===== config.mk =====
export PLATFORM = sky130hd
export DESIGN_NAME = csb_master_arbiter
export DESIGN_NICKNAME = d
export VERILOG_FILES = /design/src/rtl/csb_master_arbiter.sv
export SDC_FILE = /design/constraint.sdc
export NUM_CORES = 1
export LEC_CHECK = 0
export ABC_CLOCK_PERIOD_IN_PS = 1600
export BUFFER_PORTS_ARGS = -buffer_cell sky130_fd_sc_hd__buf_4
export CORE_AREA = 2 2 98 100
export DETAILED_ROUTE_END_ITERATION = 12
export DIE_AREA = 0 0 100 102
export PLACE_DENSITY = 0.76
export SLEW_MARGIN = 25
export SYNTH_ARGS = -nofsm -noshare
export SYNTH_HDL_FRONTEND = slang
export SYNTH_SLANG_ARGS = --single-unit

===== constraint.sdc =====
create_clock -name clk -period 1.6 [get_ports clk]
set_input_delay 0.32 -clock clk [delete_from_list [all_inputs] [get_ports clk]]
set_output_delay 0.32 -clock clk [all_outputs]
set_load 0.02 [all_outputs]

===== src/rtl/csb_master_arbiter.sv =====
// Round-robin arbiter sharing one CSB master port among NUM_REQ requesters.
// One outstanding transaction, routed responses and a response timeout.
module csb_master_arbiter #(
  parameter int NUM_REQ = 2,
  parameter int ADDR_WIDTH = 16,
  parameter int DATA_WIDTH = 32,
  parameter int TIMEOUT = 1024,
  parameter logic [DATA_WIDTH-1:0] TIMEOUT_DATA = 32'hDEAD_BEEF
) (
  input  logic                          clk,
  input  logic                          rst_n,
  input  logic [NUM_REQ-1:0]            req_pvld,
  output logic [NUM_REQ-1:0]            req_prdy,
  input  logic [NUM_REQ*ADDR_WIDTH-1:0] req_addr,
  input  logic [NUM_REQ-1:0]            req_write,
  input  logic [NUM_REQ*DATA_WIDTH-1:0] req_wdata,
  input  logic [NUM_REQ-1:0]            req_nposted,
  output logic [NUM_REQ-1:0]            req_rvld,
  output logic [DATA_WIDTH-1:0]         req_rdata,
  output logic [NUM_REQ-1:0]            req_wr_complete,
  output logic                          csb_pvld,
  input  logic                          csb_prdy,
  output logic [ADDR_WIDTH-1:0]         csb_addr,
  output logic                          csb_write,
  output logic [DATA_WIDTH-1:0]         csb_wdata,
  output logic                          csb_nposted,
  input  logic                          csb_rvld,
  input  logic [DATA_WIDTH-1:0]         csb_rdata,
  input  logic                          csb_wr_complete,
  output logic                          timeout_pulse,
  output logic                          spurious_pulse
);

  localparam int PW = $clog2(NUM_REQ);
  localparam int CW = (TIMEOUT > 2) ? $clog2(TIMEOUT) : 1;
  localparam logic [CW-1:0] TO_LAST =
    (TIMEOUT > 0) ? CW'(TIMEOUT - 1) : '0;

  typedef enum logic [1:0] {
    S_IDLE,
    S_SEND,
    S_WAIT
  } state_t;

  state_t state;

  logic [PW-1:0]      rr_ptr;
  logic [PW-1:0]      owner;
  logic [PW-1:0]      win;
  logic [PW-1:0]      win_nxt;
  logic               found;
  logic [CW-1:0]      cnt;
  logic               is_rd;
  logic               rsp_ok;
  logic               rsp_bad;
  logic               expire;
  logic [NUM_REQ-1:0] own_oh;

  // First asserted requester at or after rr_ptr, wrapping.
  always_comb begin
    logic [PW-1:0] idx;
    found = 1'b0;
    win   = '0;
    idx   = '0;
    for (int i = 0; i < NUM_REQ; i++) begin
      idx = PW'((int'(rr_ptr) + i) % NUM_REQ);
      if (!found && req_pvld[idx]) begin
        found = 1'b1;
        win   = idx;
      end
    end
  end

  assign win_nxt =
    (win == PW'(NUM_REQ - 1)) ? '0 : win + 1'b1;

  assign is_rd  = !csb_write;
  assign own_oh = NUM_REQ'(1) << owner;

  assign rsp_ok = (state == S_WAIT) &&
    (is_rd ? csb_rvld : csb_wr_complete);

  assign rsp_bad = (state == S_WAIT) ?
    (is_rd ? csb_wr_complete : csb_rvld) :
    (csb_rvld || csb_wr_complete);

  assign expire = (TIMEOUT != 0) &&
    (state == S_WAIT) && (cnt == TO_LAST) && !rsp_ok;

  assign req_prdy = (rst_n && state == S_IDLE && found) ?
    (NUM_REQ'(1) << win) : '0;

  // timeout_pulse doubles as the synthesized-response strobe.
  assign req_rvld = ((rsp_ok || timeout_pulse) && is_rd) ?
    own_oh : '0;

  assign req_wr_complete = ((rsp_ok || timeout_pulse) && !is_rd) ?
    own_oh : '0;

  assign req_rdata = !rst_n ? '0 :
    (timeout_pulse && is_rd) ? TIMEOUT_DATA : csb_rdata;

  always_ff @(posedge clk or negedge rst_n) begin
    if (!rst_n) begin
      state          <= S_IDLE;
      rr_ptr         <= '0;
      owner          <= '0;
      cnt            <= '0;
      csb_pvld       <= 1'b0;
      csb_addr       <= '0;
      csb_write      <= 1'b0;
      csb_wdata      <= '0;
      csb_nposted    <= 1'b0;
      timeout_pulse  <= 1'b0;
      spurious_pulse <= 1'b0;
    end else begin
      timeout_pulse  <= 1'b0;
      spurious_pulse <= rsp_bad;
      unique case (state)
        S_IDLE: begin
          if (found) begin
            csb_pvld    <= 1'b1;
            csb_addr    <= req_addr[win*ADDR_WIDTH +: ADDR_WIDTH];
            csb_write   <= req_write[win];
            csb_wdata   <= req_wdata[win*DATA_WIDTH +: DATA_WIDTH];
            csb_nposted <= req_nposted[win] & req_write[win];
            owner       <= win;
            rr_ptr      <= win_nxt;
            state       <= S_SEND;
          end
        end
        S_SEND: begin
          if (csb_prdy) begin
            csb_pvld <= 1'b0;
            cnt      <= '0;
            if (!csb_write || csb_nposted) begin
              state <= S_WAIT;
            end else begin
              state <= S_IDLE;
            end
          end
        end
        S_WAIT: begin
          if (rsp_ok) begin
            state <= S_IDLE;
          end else if (expire) begin
            timeout_pulse <= 1'b1;
            state         <= S_IDLE;
          end else if (TIMEOUT != 0) begin
            cnt <= cnt + 1'b1;
          end
        end
        default: state <= S_IDLE;
      endcase
    end
  end

endmodule

==> results of run 1 <==
power breakdown:
group          switching, W  total [W]  internal (W)
sequential         0.000475    0.00289       0.00241
clock              0.000637    0.00171       0.00107
combinational       0.00245    0.00493       0.00248
total               0.00356    0.00953       0.00597
state kept, by name, indices dropped and copies added (netlist names):
name and count:
csb_wdata 32, cnt 10, csb_write 1, state 2, spurious_pulse 1, timeout_pulse 1, csb_addr 16, owner 1
csb_nposted 1, rr_ptr 1, csb_pvld 1
logic make-up after synthesis:
kind of cell,share of synthesized area (%)
adders and majority gates,0.367
buffers and inverters,4.52
AOI/OAI and AO/OA,25.6
muxes,1.47
and+or+nand+nor,18.8
DFF,49.2
what timing repair did:
action	in CTS	in global routing
gates resized for setup	55	11
setup buffers	6	4
pin swaps	13	9
hold endpoints to repair	7	0
hold buffers	1	0
endpoints found under the setup margin	69	85
gates cloned	1	1
cell usage in the layout, fill, tap and decap left out, types with 3 or more instances in the layout:
cell | Yosys | routed
nand3_1 | 6 | 6
buf_4 | 0 | 210
nand4_1 | 4 | 4
clkbuf_8 | 0 | 10
dfrtp_1 | 67 | 66
o21a_2 | 0 | 20
inv_1 | 7 | 7
o21ai_4 | 0 | 3
nor2_1 | 9 | 7
nand2_1 | 12 | 11
mux2i_1 | 5 | 4
bufinv_16 | 0 | 3
and2_4 | 1 | 5
o21a_1 | 24 | 4
buf_12 | 0 | 5
and3_4 | 0 | 10
buf_6 | 3 | 37
and2_1 | 51 | 49
a31oi_1 | 7 | 7
and3_1 | 14 | 4
o21ai_0 | 5 | 5
a221o_1 | 48 | 48
a21oi_1 | 7 | 6
final timing paths:
check                      cells after the start                   endpoint  slack (ns)            startpoint
hold reg to reg                                2       csb_pvld$_DFFE_PN0P_        0.50  csb_pvld$_DFFE_PN0P_
max in group asynchronous                      3      csb_write$_DFFE_PN0P_        0.66                 rst_n
hold / removal                                 2       state[0]$_DFFE_PN0P_        0.19              csb_prdy
setup / recovery                               4         req_wr_complete[1]       -0.18  state[0]$_DFFE_PN0P_
min in group asynchronous                      2  csb_wdata[23]$_DFFE_PN0P_        0.20                 rst_n
setup reg to reg                               5    csb_addr[5]$_DFFE_PN0P_        0.06    rr_ptr$_DFFE_PN0P_
critical path, delay by kind of cell (launching register included):
family | cells | cell delay, ns
buffers and inverters | 1 | 0.13
AO/OA/AOI/OAI | 1 | 0.17
flip-flops | 1 | 0.41
AND/OR/NAND/NOR | 2 | 0.42
metal layers:
metal  GRT usage (%)  wire length [um]  vias to the layer above  part of all wire (%)
li1                -                 -                     1679                     -
met4            8.96               265                        0                   2.1
met3            6.63               970                       15                   7.8
met2            43.8              6640                      171                    53
met1            26.4              4610                     1738                    37
met5               0                 0                        -                     0
per-stage QoR:
stage               hold WS, ns  total power, W  cells  TNS (ns)
floorplan                0.0244         0.00548    319   -0.0112
global placement          0.310         0.00738    648     -1.15
detailed placement        0.310         0.00754    648     -3.83
CTS                       0.178         0.00951    672     -3.28
global route              0.184          0.0101    677     -5.46
finish                    0.189         0.00953    677     -2.65
layout make-up:
type | count | area share (%)
repair buffers | 253 | 35.2
clock inverters | 5 | 1.68
inverters | 7 | 0.440
multi-input cells | 222 | 29.8
diodes | 1 | 0.0419
well taps | 111 | 2.33
clock buffers | 11 | 2.37
flip-flops and latches | 67 | 28.1
==> results.md, run 1 <==
* Synth cell types at 35
* Post-synth EDFFs at 0
* Level count of the clock H-tree at 3
* First-pass GRT wire length at 18,600 um
* Sequential cell area at 1680 sq um
* Fin util at 65.5%
* Rel. slew slack at 50.9%
* Peak VDD IR at 0.00104 V
* Multi-input gate area at 1780 sq um
* Setup violations, final at 38
* Final worst slack at -0.180 ns
* Fmax at 562 MHz
* Status: finished with violations
* Drc violations at 0
* Via density at 5.32
* Setup WS pre-CTS at -0.0998 ns
* Prevailing post-synth register cell: dfrtp_1
* DR pass1 iterations at 4
* # rows at 35
* Fin area at 5970 sq um
* Die H at 102 um
* Clock tree buffer depth at 2
* Minimum clock period at 1.78 ns
* Cell Area, Synth at 3410 sq um
* RePlAce Congestion at 0.956
* Worst Setup Start Kind: register
* CTS Buf Count at 9
* Ranking of synthesized cells by area: dfrtp_1, a221o_1, and2_1, o21a_1, and3_1
* DRT iter0 DRCs at 164
* Register area share after synthesis at 49.2%
* Failing checks: negative setup slack
* Leak at 2.91 nW
* Critical path's largest stage delay at 0.41 ns
* Yosys reg bits at 67
* Global Route Usage Sum at 23.8%
* WL final at 12,500 um
* Worst setup EP type: primary output
* Fraction of registers with async set/reset at 100%
* Clk slew on worst S/H paths at 0.07 ns
* Share of cells above drive strength 1 at 57.3%
* Count leader, synth: dfrtp_1
* CTS tree: built
* Largest net degree at the start of global routing at 61
* Placed Area at 5370 sq um
* Full die area at 10,200 sq um
* Synth cell count leaders: dfrtp_1, and2_1, a221o_1
* Max Cap Viol at 0
* Setup Skew at 0.00674 ns
* Layout Area Growth over Synthesis at 75.1%
* RSZ-0062 raised after global routing: true
* Gr ovfl total at 0
* Top cell type's share of synthesized area at 49.2%
* Layout fillers at 721
* Worst-Skew Late Latency at 0.34 ns
* WL/cell at 18.4 um
* CP max FO at 3
* Initial antenna violation count at 1
* Core Area at 9110 sq um
* # IOs at 230
* Vias in the first global route at 3,631
* DIE WIDTH at 100 um
* Clk sinks at 67
* Syn Nets at 459
* Syn Area/Cell at 10.7 sq um
* Final Cycle Share at 111%
* Starting density of the core at 37.4%
* Synth warn at 0
* Routed Antenna Nets at 0
* Pwr Density at 1600 nW/um^2
* Via Count at 3,603
* Final hold violations at 0
* Cells after Synth at 319
* Slew @ Worst Pin at 0.736 ns
* DP Wirelength at 8750 um
* CP max stage cell: dfrtp_1
* WP data required at 1.28 ns
* Critical setup path kind: reg -> out
* Nets at 700
* Hold/Removal Path Class: in -> reg
* CP cell instances: and2b_2 -> a21o_1 -> and3_1 -> buf_6
* Port Buffer Count at 229
* Data arrival time of the worst path at 1.46 ns
* Area leader, netlist: dfrtp_1
* Slew Limit Fails at 0
* Root Driver: clkbuf_8
Note: power is estimated with default switching activity, not from simulation.
==> run 2, diff against run 1 <==
--- a/config.mk
+++ b/config.mk
@@ -7,10 +7,12 @@
 export LEC_CHECK = 0
 export ABC_CLOCK_PERIOD_IN_PS = 1600
 export BUFFER_PORTS_ARGS = -buffer_cell sky130_fd_sc_hd__buf_4
-export CORE_AREA = 2 2 98 100
+export CELL_PAD_IN_SITES_DETAIL_PLACEMENT = 1
+export CELL_PAD_IN_SITES_GLOBAL_PLACEMENT = 1
+export CORE_AREA = 2 2 116 118
 export DETAILED_ROUTE_END_ITERATION = 12
-export DIE_AREA = 0 0 100 102
-export PLACE_DENSITY = 0.76
+export DIE_AREA = 0 0 118 120
+export PLACE_DENSITY_LB_ADDON = 0.1
 export SLEW_MARGIN = 25
 export SYNTH_ARGS = -nofsm -noshare
 export SYNTH_HDL_FRONTEND = slang
==> run 2 against run 1 <==
  * The flow still finishes with violations (negative setup slack)
  * Via count rose by 1.9%
  * Die area rose by 39%
  * Maximum frequency fell by 2.6%
  * Non-clock buffer count rose by 16
  * Critical path depth rose by 1
  * Critical path type unchanged
  * Combinational power rose by 3%
==> results.md, run 2 (synthesis results as in run 1) <==
* CTS tree: built
* Status: finished with violations
* Leak at 3.01 nW (+3.3%)
* Root Driver: clkbuf_16
* WL final at 13,900 um (+12%)
* Slew @ Worst Pin at 0.519 ns (-0.217 ns)
* P_int at 0.00642 W (+7.7%)
* Most frequent cells in the layout: buf_4, dfrtp_1, and2_1
* Largest regs: csb_wdata: 32 flops, csb_addr: 16 flops, cnt: 10 flops
* Data arrival time of the worst path at 1.51 ns (+0.05 ns)
* Final Cycle Share at 114% (+2.9 points)
* Level count of the clock H-tree at 3 (unchanged)
* Final hold violations at 0 (unchanged)
* Sw power at 0.00369 W (+3.7%)
* DR pass1 iterations at 6 (+2)
* RSZ-0062 raised after global routing: true
* Via Count at 3,671 (+1.9%)
* Worst-Skew Late Latency at 0.33 ns (about the same)
* Drc violations at 0 (unchanged)
* Starting density of the core at 26.3% (-11 points)
* Routed Antenna Nets at 0 (unchanged)
* Gr ovfl total at 0 (unchanged)
* Hold slack at 0.216 ns (+0.0267 ns)
* Most common cell after layout, fill and taps aside: buf_4
* Clock Power Share at 21.2% (+3.3 points)
* Setup Skew at 0.00560 ns (-0.00114 ns)
* Rel. slew slack at 65.4% (+14 points)
* First-pass GRT wire length at 21,000 um (+13%)
* Initial antenna violation count at 0 (-1)
* Worst setup EP type: primary output
* Placed Cells at 723 (+12%)
* Vias in the first global route at 3,968 (+9.3%)
* Max reg flops at 32 (unchanged)
* Clk sinks at 67 (unchanged)
* Peak VDD IR at 0.000712 V (-32%)
* Setup violations, final at 51 (+34%)
* Port Buffer Count at 229 (unchanged)
* Failing checks: negative setup slack
* WL/cell at 18.4 um (about the same)
* Reg power frac at 28.4% (-1.9 points)
* DP Wirelength at 9570 um (+9.4%)
* Nets at 715 (+2.1%)
* RePlAce Congestion at 0.812 (-15%)
* Largest reg by FF count: csb_wdata
* Die H at 120 um (+18%)
* Fmax at 547 MHz (-2.6%)
* Final setup TNS at -2.49 ns (+0.155 ns)
* # rows at 42 (+20%)
* Post-Layout Cell Count at 756 (+12%)
* Fin util at 48.0% (-18 points)
* CP max FO at 4 (+1)
* WP data required at 1.28 ns (about the same)
* Critical path's largest stage delay at 0.41 ns (about the same)
* Final worst slack at -0.227 ns (-0.0466 ns)
* Layout Area Growth over Synthesis at 82.7%
* Pwr Density at 1630 nW/um^2 (+1.8%)
* Max Cap Viol at 0 (unchanged)
* Comb pwr share at 50.4% (-1.3 points)
* Minimum clock period at 1.83 ns (+0.0466 ns)
* Layout fillers at 1,487 (+110%)
* Via density at 4.86 (-8.8%)
* CP cell instances: and2b_2 -> a21o_1 -> nand2_1 -> nor2_2 -> buf_6
* Full die area at 14,200 sq um (+39%)
* Global Route Usage Sum at 18.8% (-5.0 points)
* Hold/Removal Path Class: in -> reg
* Largest net degree at the start of global routing at 50 (-18%)
* # IOs at 230 (unchanged)
* Slew Limit Fails at 0 (unchanged)
* DIE WIDTH at 118 um (+18%)
* Core Area at 13,000 sq um (+42%)
* CTS Buf Count at 9 (unchanged)
* CP max stage cell: dfrtp_1
* Clock tree buffer depth at 2 (unchanged)
* Critical setup path kind: reg -> out
* DRT iter0 DRCs at 101 (-38%)
* Clk slew on worst S/H paths at 0.06 ns (about the same)
* Switching share of power at 36.5% (-0.88 points)
* N_diodes at 0 (-1)
* Share of cells above drive strength 1 at 58.3% (+0.93 points)
* Worst Setup Start Kind: register
==> run 2: cell types whose count changed in the layout (fill, tap and decap cells not counted), sizes merged <==
cell,previous run,this run
buf,252,268
and2,54,53
bufinv,3,2
clkbuf,11,12
diode,1,0
==> run 2: worst paths after layout <==
path                                             from                        end  slack, ns  cells past startpoint
worst min register to register   csb_pvld$_DFFE_PN0P_       csb_pvld$_DFFE_PN0P_       0.49                      2
worst max-delay path             state[0]$_DFFE_PN0P_         req_wr_complete[0]      -0.23                      5
worst max register to register  csb_write$_DFFE_PN0P_         cnt[9]$_DFFE_PN0P_      -0.03                      7
worst min-delay path                         csb_prdy       state[0]$_DFFE_PN0P_       0.22                      2
min in group asynchronous                       rst_n  csb_wdata[10]$_DFFE_PN0P_       0.35                      2
max in group asynchronous                       rst_n          owner$_DFFE_PN0P_       0.69                      2
==> run 2: area by class of cell <==
cell class | count | area (sq um) | share of cell area, %
Sequential cell | 67 | 1680 | 26.9
Tap cell | 176 | 220 | 3.54
Clock buffer | 12 | 246 | 3.96
Clock inverter | 4 | 73.8 | 1.19
Inverter | 7 | 26.3 | 0.422
Multi-Input combinational cell | 221 | 1770 | 28.5
Timing Repair Buffer | 269 | 2210 | 35.5
==> run 2: what timing repair did <==
item | 4_1_cts | 5_1_grt
buffers inserted | 5 | 10
hold buffers | 1 | 0
endpoints found under the hold margin | 3 | 0
gates resized for setup | 46 | 21
pin swaps | 5 | 17
gates cloned | 1 | 0
setup endpoints to repair | 87 | 47
==> run 2: power groups by stage <==
stage          registers, W  logic (W)  clock network, W
2_1_floorplan       0.00357    0.00191                 0
3_3_place_gp        0.00286    0.00465                 0
3_5_place_dp        0.00286    0.00476                 0
4_1_cts             0.00288    0.00500           0.00219
5_1_grt             0.00298    0.00548           0.00226
6_report            0.00288    0.00510           0.00214
==> run 2: metal layers <==
| metal | GRT usage [%] | wire length (um) | vias to the layer above |
|---|---|---|---|
| li1 | - | - | 1706 |
| met1 | 20.8 | 5310 | 1798 |
| met2 | 33.8 | 7220 | 150 |
| met3 | 7.18 | 1180 | 17 |
| met4 | 5.20 | 220 | 0 |
| met5 | 0 | 0 | - |
==> run 2: stage by stage <==
step | setup WS (ns) | total power [W] | instance area, sq um
6_report | -0.227 | 0.0101 | 6230
2_1_floorplan | -0.0112 | 0.00548 | 3470
3_3_place_gp | -0.00955 | 0.00751 | 5510
5_1_grt | -0.308 | 0.0107 | 6230
3_5_place_dp | -0.0813 | 0.00762 | 5510
4_1_cts | -0.205 | 0.0101 | 6060
==> run 2: critical path, delay by kind of cell (launching register included) <==
kind | cells | cell delay, ns
AO/OA/AOI/OAI | 1 | 0.17
buffers and inverters | 1 | 0.13
flip-flops | 1 | 0.41
AND/OR/NAND/NOR | 3 | 0.47
